<file path="src/rtl/serial_add_pkg.sv">
// Shared constants for the bit-serial adder controller: FSM state width and encodings.
package serial_add_pkg;

    localparam int ST_W = 2;

    localparam logic [ST_W-1:0] IDLE  = 2'd0;
    localparam logic [ST_W-1:0] SHIFT = 2'd1;
    localparam logic [ST_W-1:0] DONE  = 2'd2;

endpackage

</file>
<file path="src/rtl/serial_add_ctrl_fa_cell.sv">
// Combinational 1-bit full adder cell used as the serial adder's only arithmetic element.
module fa_cell (
    input  logic a,
    input  logic b,
    input  logic cin,
    output logic s,
    output logic c
);

    assign s = a ^ b ^ cin;
    assign c = (a & b) | (cin & (a ^ b));

endmodule

</file>
<file path="src/rtl/serial_add_ctrl.sv">
// Bit-serial adder controller: adds two WIDTH-bit operands LSB first, one bit per clock.
// Optional macro SERIAL_ADD_OVF_EN adds a signed-overflow output (ovf).
module serial_add_ctrl
    import serial_add_pkg::*;
#(
    parameter int WIDTH = 8,
    parameter int CNT_W = $clog2(WIDTH + 1)
) (
    input  logic             clk,
    input  logic             rst,
    input  logic             start,
    input  logic [WIDTH-1:0] a,
    input  logic [WIDTH-1:0] b,
    input  logic             cin,
    output logic             busy,
    output logic             done,
    output logic [WIDTH-1:0] sum,
    output logic             cout
`ifdef SERIAL_ADD_OVF_EN
    ,
    output logic             ovf
`endif
);

    localparam logic [CNT_W-1:0] LAST_BIT = CNT_W'(WIDTH - 1);

    logic [ST_W-1:0]  state_q, state_d;
    logic [WIDTH-1:0] a_sh_q, a_sh_d;
    logic [WIDTH-1:0] b_sh_q, b_sh_d;
    // Only WIDTH-1 partial bits are stored; the final bit comes straight from the cell.
    logic [WIDTH-2:0] s_sh_q, s_sh_d;
    logic             carry_q, carry_d;
    logic [CNT_W-1:0] cnt_q, cnt_d;
    logic [WIDTH-1:0] sum_q, sum_d;
    logic             cout_q, cout_d;
`ifdef SERIAL_ADD_OVF_EN
    logic             ovf_q, ovf_d;
`endif

    logic             fa_s;
    logic             fa_c;
    logic [WIDTH-1:0] sum_next;

    fa_cell u_fa (
        .a   (a_sh_q[0]),
        .b   (b_sh_q[0]),
        .cin (carry_q),
        .s   (fa_s),
        .c   (fa_c)
    );

    assign sum_next = {fa_s, s_sh_q};

    always_comb begin
        state_d = state_q;
        a_sh_d  = a_sh_q;
        b_sh_d  = b_sh_q;
        s_sh_d  = s_sh_q;
        carry_d = carry_q;
        cnt_d   = cnt_q;
        sum_d   = sum_q;
        cout_d  = cout_q;
`ifdef SERIAL_ADD_OVF_EN
        ovf_d   = ovf_q;
`endif
        case (state_q)
            IDLE, DONE: begin
                // DONE accepts a new start exactly like IDLE so ops can run back to back.
                state_d = IDLE;
                if (start) begin
                    a_sh_d  = a;
                    b_sh_d  = b;
                    s_sh_d  = '0;
                    carry_d = cin;
                    cnt_d   = '0;
                    state_d = SHIFT;
                end
            end
            SHIFT: begin
                a_sh_d  = a_sh_q >> 1;
                b_sh_d  = b_sh_q >> 1;
                s_sh_d  = sum_next[WIDTH-1:1];
                carry_d = fa_c;
                cnt_d   = cnt_q + CNT_W'(1);
                if (cnt_q == LAST_BIT) begin
                    sum_d   = sum_next;
                    cout_d  = fa_c;
`ifdef SERIAL_ADD_OVF_EN
                    // carry_q is the carry into the MSB on this final cycle.
                    ovf_d   = fa_c ^ carry_q;
`endif
                    state_d = DONE;
                end
            end
            default: state_d = IDLE;
        endcase
    end

    always_ff @(posedge clk or posedge rst) begin
        if (rst) begin
            state_q <= IDLE;
            a_sh_q  <= '0;
            b_sh_q  <= '0;
            s_sh_q  <= '0;
            carry_q <= 1'b0;
            cnt_q   <= '0;
            sum_q   <= '0;
            cout_q  <= 1'b0;
`ifdef SERIAL_ADD_OVF_EN
            ovf_q   <= 1'b0;
`endif
        end else begin
            state_q <= state_d;
            a_sh_q  <= a_sh_d;
            b_sh_q  <= b_sh_d;
            s_sh_q  <= s_sh_d;
            carry_q <= carry_d;
            cnt_q   <= cnt_d;
            sum_q   <= sum_d;
            cout_q  <= cout_d;
`ifdef SERIAL_ADD_OVF_EN
            ovf_q   <= ovf_d;
`endif
        end
    end

    assign busy = (state_q == SHIFT);
    assign done = (state_q == DONE);
    assign sum  = sum_q;
    assign cout = cout_q;
`ifdef SERIAL_ADD_OVF_EN
    assign ovf  = ovf_q;
`endif

endmodule

</file>
<file path="config.mk">
export PLATFORM = sky130hd
export DESIGN_NAME = serial_add_ctrl
export DESIGN_NICKNAME = d
export VERILOG_FILES = /design/src/rtl/serial_add_pkg.sv /design/src/rtl/serial_add_ctrl_fa_cell.sv /design/src/rtl/serial_add_ctrl.sv
export SDC_FILE = /design/constraint.sdc
export NUM_CORES = 1
export LEC_CHECK = 0
export ABC_AREA = 1
export ABC_CLOCK_PERIOD_IN_PS = 1300
export BUFFER_PORTS_ARGS = -buffer_cell sky130_fd_sc_hd__buf_2
export CAP_MARGIN = 20
export CORE_UTILIZATION = 45
export CTS_CLUSTER_SIZE = 40
export DETAILED_ROUTE_END_ITERATION = 8
export HOLD_SLACK_MARGIN = 0.1
export PLACE_DENSITY = 0.66
export SYNTH_ARGS = -nofsm -noshare
export SYNTH_HDL_FRONTEND = slang
export SYNTH_SLANG_ARGS = --single-unit
</file>
<file path="constraint.sdc">
create_clock -name clk -period 1.3 [get_ports clk]
set_input_delay 0.26 -clock clk [delete_from_list [all_inputs] [get_ports clk]]
set_output_delay 0.26 -clock clk [all_outputs]
set_load 0.01 [all_outputs]
</file>
==> run_results.csv, run 1 <==
group,metric,value,unit
die,coreArea,3720,µm²
clock_network,clk_path_buf_depth,2,
global_route,grt_max_degree,40,
global_route,grt_pass1_vias,1335,
final_layout,area_growth,24.5,%
timing,slew_headroom,0.838,
clock_network,root_buffer,"clkbuf_8",
die,dieWidth,64.7,µm
die,io_pins,31,
die,die_y,64.7,µm
synth,yosys-top-cells-count,"nand2_1, dfrtp_1, inv_1",
clock_network,clock_latency,0.29,ns
critical_path,crit_arrival,1.03,ns
clock_network,cts.clk_slew.worst_paths,0.07,ns
synth,synth_top_cell_by_area,"dfrtp_1",
critical_path,worst_setup_path_start_kind,"register",
critical_path,path_class,"reg2out",
synth,synth_edf_count,0,
drt,num_vias,1416,
critical_path,endpoint_kind,"primary output",
pwr,p_switching,2.01,mW
synth,yosys-top-cells-area,"dfrtp_1, nand2_1, inv_1",
pwr,ir_worst_vdd,0.949,mV
synth,synth_top_area_share,0.552,
timing,fin_worst_skew,0.00570,ns
synth,ys.flop_type,"dfrtp_1",
place,globalplace.congestion,0.724,
clock_network,htreeDepth,2,
timing,post-route-min-period,1.29,ns
run,cap_violations,0,
timing,fmax,776,MHz
final_layout,fin_nets,284,
timing,holdWs,0.168,ns
final_layout,fin_cells,311,
synth,yosysSeqAreaShare,0.552,
synth,yosysWarnings,0,
synth,synth_most_common_cell,"nand2_1",
synth,ys_ff_latch,39,
critical_path,crit_required,1.04,ns
synth,synthesis.nets,239,
outcome,status,"complete, no violations",
pwr,p_int,3.28,mW
timing,hold_viol_final,0,
global_route,grt_overflow_total,0,
drt,post_drt_wl_per_cell,10.8,µm
final_layout,final_util,0.593,
pwr,power.leakage,1.24,nW
global_route,grt_antenna_before_repair,0,
timing,final-max-slew-violation-count,0,
global_route,grt_pass1_wl,5890,µm
die,fp-row-count,22,
pwr,swShare,0.381,
pwr,power_frac_clock,0.168,
drt,ant_nets,0,
synth,avgSynthCellArea,8.15,µm²
drt,drt-total-wl,3350,µm
timing,tns,0,ns
pwr,p_per_area,2400,nW/µm²
drt,drc,0,
worst_hold_path,hold_class,"in2reg",
timing,worst_pin_slew,0.243,ns
global_route,track_usage,0.187,
synth,synthCells,217,
die,initial_core_util,0.476,
critical_path,crit_fanout,2,
final_layout,antenna_cells,0,
timing,finalSetupViolCount,0,
place,io_buffers,30,
timing,finalCritPeriodShare,0.992,
drt,drt_pass1_iterations,4,
drt,vias_per_cell,4.55,
clock_network,clkSinkCount,39,
clock_network,numCtsBuffers,5,
pwr,p_seq_frac,0.399,
clock_network,cts_tree,"yes",
place,dp_cells,297,
final_layout,drive_gt1_frac,0.240,
synth,syn_area,1770,µm²
synth,async_reset_ff_frac,1.00,
place,hpwl,2180,µm
synth,ys_types,19,
drt,drt_iter0_markers,94,
timing,rsz0062_at_grt,"yes",
pwr,comb_power_share,0.433,
die,design.die.area,4190,µm²
## metrics by stage
stage               power [mW]  setup WS [ns]  instance area (µm²)
global placement          4.21         0.0881                 2030
detailed placement        4.27         0.0544                 2030
CTS                       5.26        0.00162                 2170
global route              5.78        -0.0356                 2200
finish                    5.29         0.0109                 2200
floorplan                 3.60          0.151                 1770
## sequential cells by signal, indices dropped and copies added (netlist names)
signal   flops
s_sh_q       7
carry_q      1
cnt_q        4
cout         1
state_q      2
b_sh_q       8
a_sh_q       8
sum          8
## layout by cell type, fill, tap and decap left out, types with 4 or more instances in the layout
master / instances
buf_12: 4
buf_2: 29
buf_4: 5
clkbuf_8: 7
dfrtp_1: 38
inv_1: 26
nand2_1: 118
nand3_1: 4
o22ai_1: 6
## final timing paths
kind,to,start,slack [ns],depth (start not counted)
hold / removal,b_sh_q[7]$_DFFE_PP0P_,b[7],0.17,3
setup / recovery,busy,state_q[1]$_DFFE_PP0P_,0.01,3
hold reg to reg,sum[0]$_DFFE_PP0P_,s_sh_q[0]$_DFFE_PP0P_,0.47,2
min in group asynchronous,a_sh_q[1]$_DFFE_PP0P_,rst,0.56,4
max in group asynchronous,state_q[0]$_DFFE_PP0P_,rst,0.54,4
setup reg to reg,sum[1]$_DFFE_PP0P_,cnt_q[0]$_DFFE_PP0P_,0.07,6
## routing by layer
metal	GRT usage	vias up	wire, µm
met5	0	-	0
met2	0.299	36	1520
met4	0.0500	0	36
li1	-	733	-
met1	0.240	643	1610
met3	0.0634	4	174
## final cells by class
class                      instances  area, µm²
clock buffer                       8        100
fill                             368       1510
inverter                          28        105
multi-input combinational        146        654
sequential                        39        977
tap                               48       60.1
timing repair buffer              42        307
## kinds of logic (layout without fill, tap and decap cells)
family          count (synthesis)  in the layout  share of synthesized area
buf+inv                        33             78                     0.0891
simple gates                  134            135                      0.311
compound gates                  9              9                     0.0297
flops                          39             39                      0.552
fa+ha+maj                       2              2                     0.0184
## worst max-delay path: stages, from the launching register on
cell,delay (ns)
dfrtp_1,0.39
buf_6,0.12
nor2_4,0.11
buf_6,0.11
## power by group through the flow
stage	Sequential [mW]	Combinational (mW)	Clock (mW)
2_1_floorplan	2.12	1.48	0
3_5_place_dp	2.11	2.15	0
5_1_grt	2.19	2.62	0.970
6_report	2.11	2.29	0.889
4_1_cts	2.11	2.24	0.916
3_3_place_gp	2.11	2.10	0
## repair_timing
action	CTS	global route
gates resized for setup	3	6
setup endpoints to repair	2	15
pin swaps	1	2
buffers inserted	3	1
hold buffers	1	0
cloned	0	1
hold endpoints to repair	39	0
Note: power is estimated with default switching activity, not from simulation.
==> run 2, diff against run 1 <==
--- a/config.mk
+++ b/config.mk
@@ -16,2 +16,3 @@
 export PLACE_DENSITY = 0.66
+export RECOVER_POWER = 100
 export SYNTH_ARGS = -nofsm -noshare
--- a/constraint.sdc
+++ b/constraint.sdc
@@ -3,2 +3,2 @@
 set_output_delay 0.26 -clock clk [all_outputs]
-set_load 0.01 [all_outputs]
+set_load 0.1 [all_outputs]
==> run 2 against run 1 <==
Combinational power up 48%. Sequential power about the same. Hold slack better by 0.0078 ns. Setup slack worse by 0.044 ns. Die area did not move. Via count hardly changed. Largest power group unchanged. Utilization is 0.20 points higher. The flow now finishes with violations (negative setup slack). Sequential share of layout area fell by 0.15 points.
==> run_results.csv, run 2 (synthesis results as in run 1) <==
group,metric,value,unit
clock_network,cts.clk_slew.worst_paths,0.08,ns
timing,post-route-min-period,1.33,ns
critical_path,endpoint_kind,"primary output",
die,initial_core_util,0.476,
worst_hold_path,hold_depth,3,
die,io_pins,31,
pwr,power.leakage,1.24,nW
global_route,grt_pass1_wl,5910,µm
drt,wl_met2,1760,µm
place,hpwl,2360,µm
drt,drt_pass1_iterations,4,
final_layout,antenna_cells,0,
clock_network,numCtsBuffers,5,
critical_path,worst_setup_path_start_kind,"register",
drt,met3_length,157,µm
timing,final-max-slew-violation-count,0,
timing,finalCritPeriodShare,1.03,
worst_hold_path,hold_class,"in2reg",
die,fp-row-count,22,
drt,vias_per_cell,4.56,
clock_network,htreeDepth,2,
pwr,ir_worst_vdd,1.12,mV
critical_path,path_class,"reg2out",
place,globalplace.congestion,0.694,
drt,ant_nets,0,
critical_path,crit_arrival,1.07,ns
timing,finalSetupViolCount,6,
outcome,status,"finished with violations",
pwr,p_per_area,2930,nW/µm²
timing,hold_viol_final,0,
clock_network,clkSinkCount,39,
timing,fmax,750,MHz
clock_network,clk_path_buf_depth,2,
drt,num_vias,1417,
final_layout,final_cell_mix,"nand2_1, dfrtp_1, inv_1",
pwr,power.total,6.48,mW
drt,drt_iter0_markers,87,
run,cap_violations,0,
clock_network,root_buffer,"clkbuf_8",
clock_network,clock_latency,0.29,ns
global_route,track_usage,0.188,
final_layout,fin_nets,284,
drt,drc,0,
die,die_y,64.7,µm
timing,worst_pin_slew,0.520,ns
outcome,violations,"negative setup slack",
drt,m1WireLength,1630,µm
critical_path,crit_required,1.04,ns
clock_network,cts_tree,"yes",
timing,fin_ws,-0.0327,ns
global_route,grt_antenna_before_repair,0,
critical_path,crit_fanout,2,
global_route,grt_overflow_total,0,
place,io_buffers,30,
die,dieWidth,64.7,µm
final_layout,drive_gt1_frac,0.240,
global_route,grt_pass1_vias,1357,
global_route,grt_max_degree,40,
final_layout,fillCellCount,369,
timing,holdWs,0.176,ns
timing,fin_worst_skew,0.00536,ns
drt,post_drt_wl_per_cell,11.5,µm
final_layout,final_common_cell,"nand2_1",
drt,drt-total-wl,3560,µm
die,design.die.area,4190,µm²
timing,rsz0062_at_grt,"yes",
drt,maxUsedRoutingLayer,"met4",
final_layout,area_growth,25.0,%
die,coreArea,3720,µm²
critical_path,worstRegToRegCells,6,
timing,slew_headroom,0.653,
## run 2: changes by cell type in the layout (fill, tap and decap cells not counted), moves of 2 or more
| cell | previous run | this run |
|---|---|---|
| buf_6 | 3 | 1 |
| clkbuf_8 | 7 | 5 |
| buf_2 | 29 | 19 |
| buf_4 | 5 | 16 |
## run 2: through the flow
step,std cells,worst slack (ns),TNS (ns),cell area (µm²),utilization
after floorplan,217,0.0739,0,1780,-
after global placement,296,0.0251,0,2170,0.584
after detailed placement,296,0.0151,0,2170,0.584
after CTS,307,-0.0635,-0.120,2310,0.622
after global routing,311,-0.107,-1.31,2210,0.595
final,311,-0.0327,-0.162,2210,0.595
## run 2: per-layer routing
layer  vias up  global-route usage
li1        736                   -
met1       647               0.236
met2        30               0.311
met3         4              0.0546
met4         0              0.0583
met5         -                   0
## run 2: worst paths after layout
kind / startpoint / end / slack [ns]
min reg2reg: s_sh_q[6]$_DFFE_PP0P_ / sum[6]$_DFFE_PP0P_ / 0.48
min in group asynchronous: rst / a_sh_q[3]$_DFFE_PP0P_ / 0.67
max: state_q[1]$_DFFE_PP0P_ / done / -0.03
max reg2reg: cnt_q[1]$_DFFE_PP0P_ / sum[6]$_DFFE_PP0P_ / -0.03
max in group asynchronous: rst / state_q[0]$_DFFE_PP0P_ / 0.25
min: b[7] / b_sh_q[7]$_DFFE_PP0P_ / 0.18
## run 2: area by class of cell
| type | instances | area (µm²) | area share |
|---|---|---|---|
| flip-flops and latches | 39 | 977 | 0.442 |
| multi-input cells | 146 | 644 | 0.291 |
| repair buffers | 42 | 309 | 0.140 |
| inverters | 28 | 108 | 0.0487 |
| clock buffers | 5 | 68.8 | 0.0311 |
| well taps | 48 | 60.1 | 0.0272 |
| clock inverters | 3 | 43.8 | 0.0198 |
## run 2: worst max-delay path, stage by stage (launching register included)
cell and delay [ns]:
dfrtp_1 0.41, inv_2 0.08, nor2_4 0.11, buf_12 0.18
## run 2: where the power goes
group,internal [mW],total [mW],switching [mW]
clock network,0.571,0.989,0.418
registers,1.76,2.09,0.324
logic,1.04,3.40,2.36
## run 2: repair_timing
action,in CTS,in global routing
endpoints found under the setup margin,3,20
gates cloned,0,1
buffers inserted,2,3
gates resized for setup,3,5
hold buffers,1,0
pin swaps,1,2
endpoints found under the hold margin,39,0
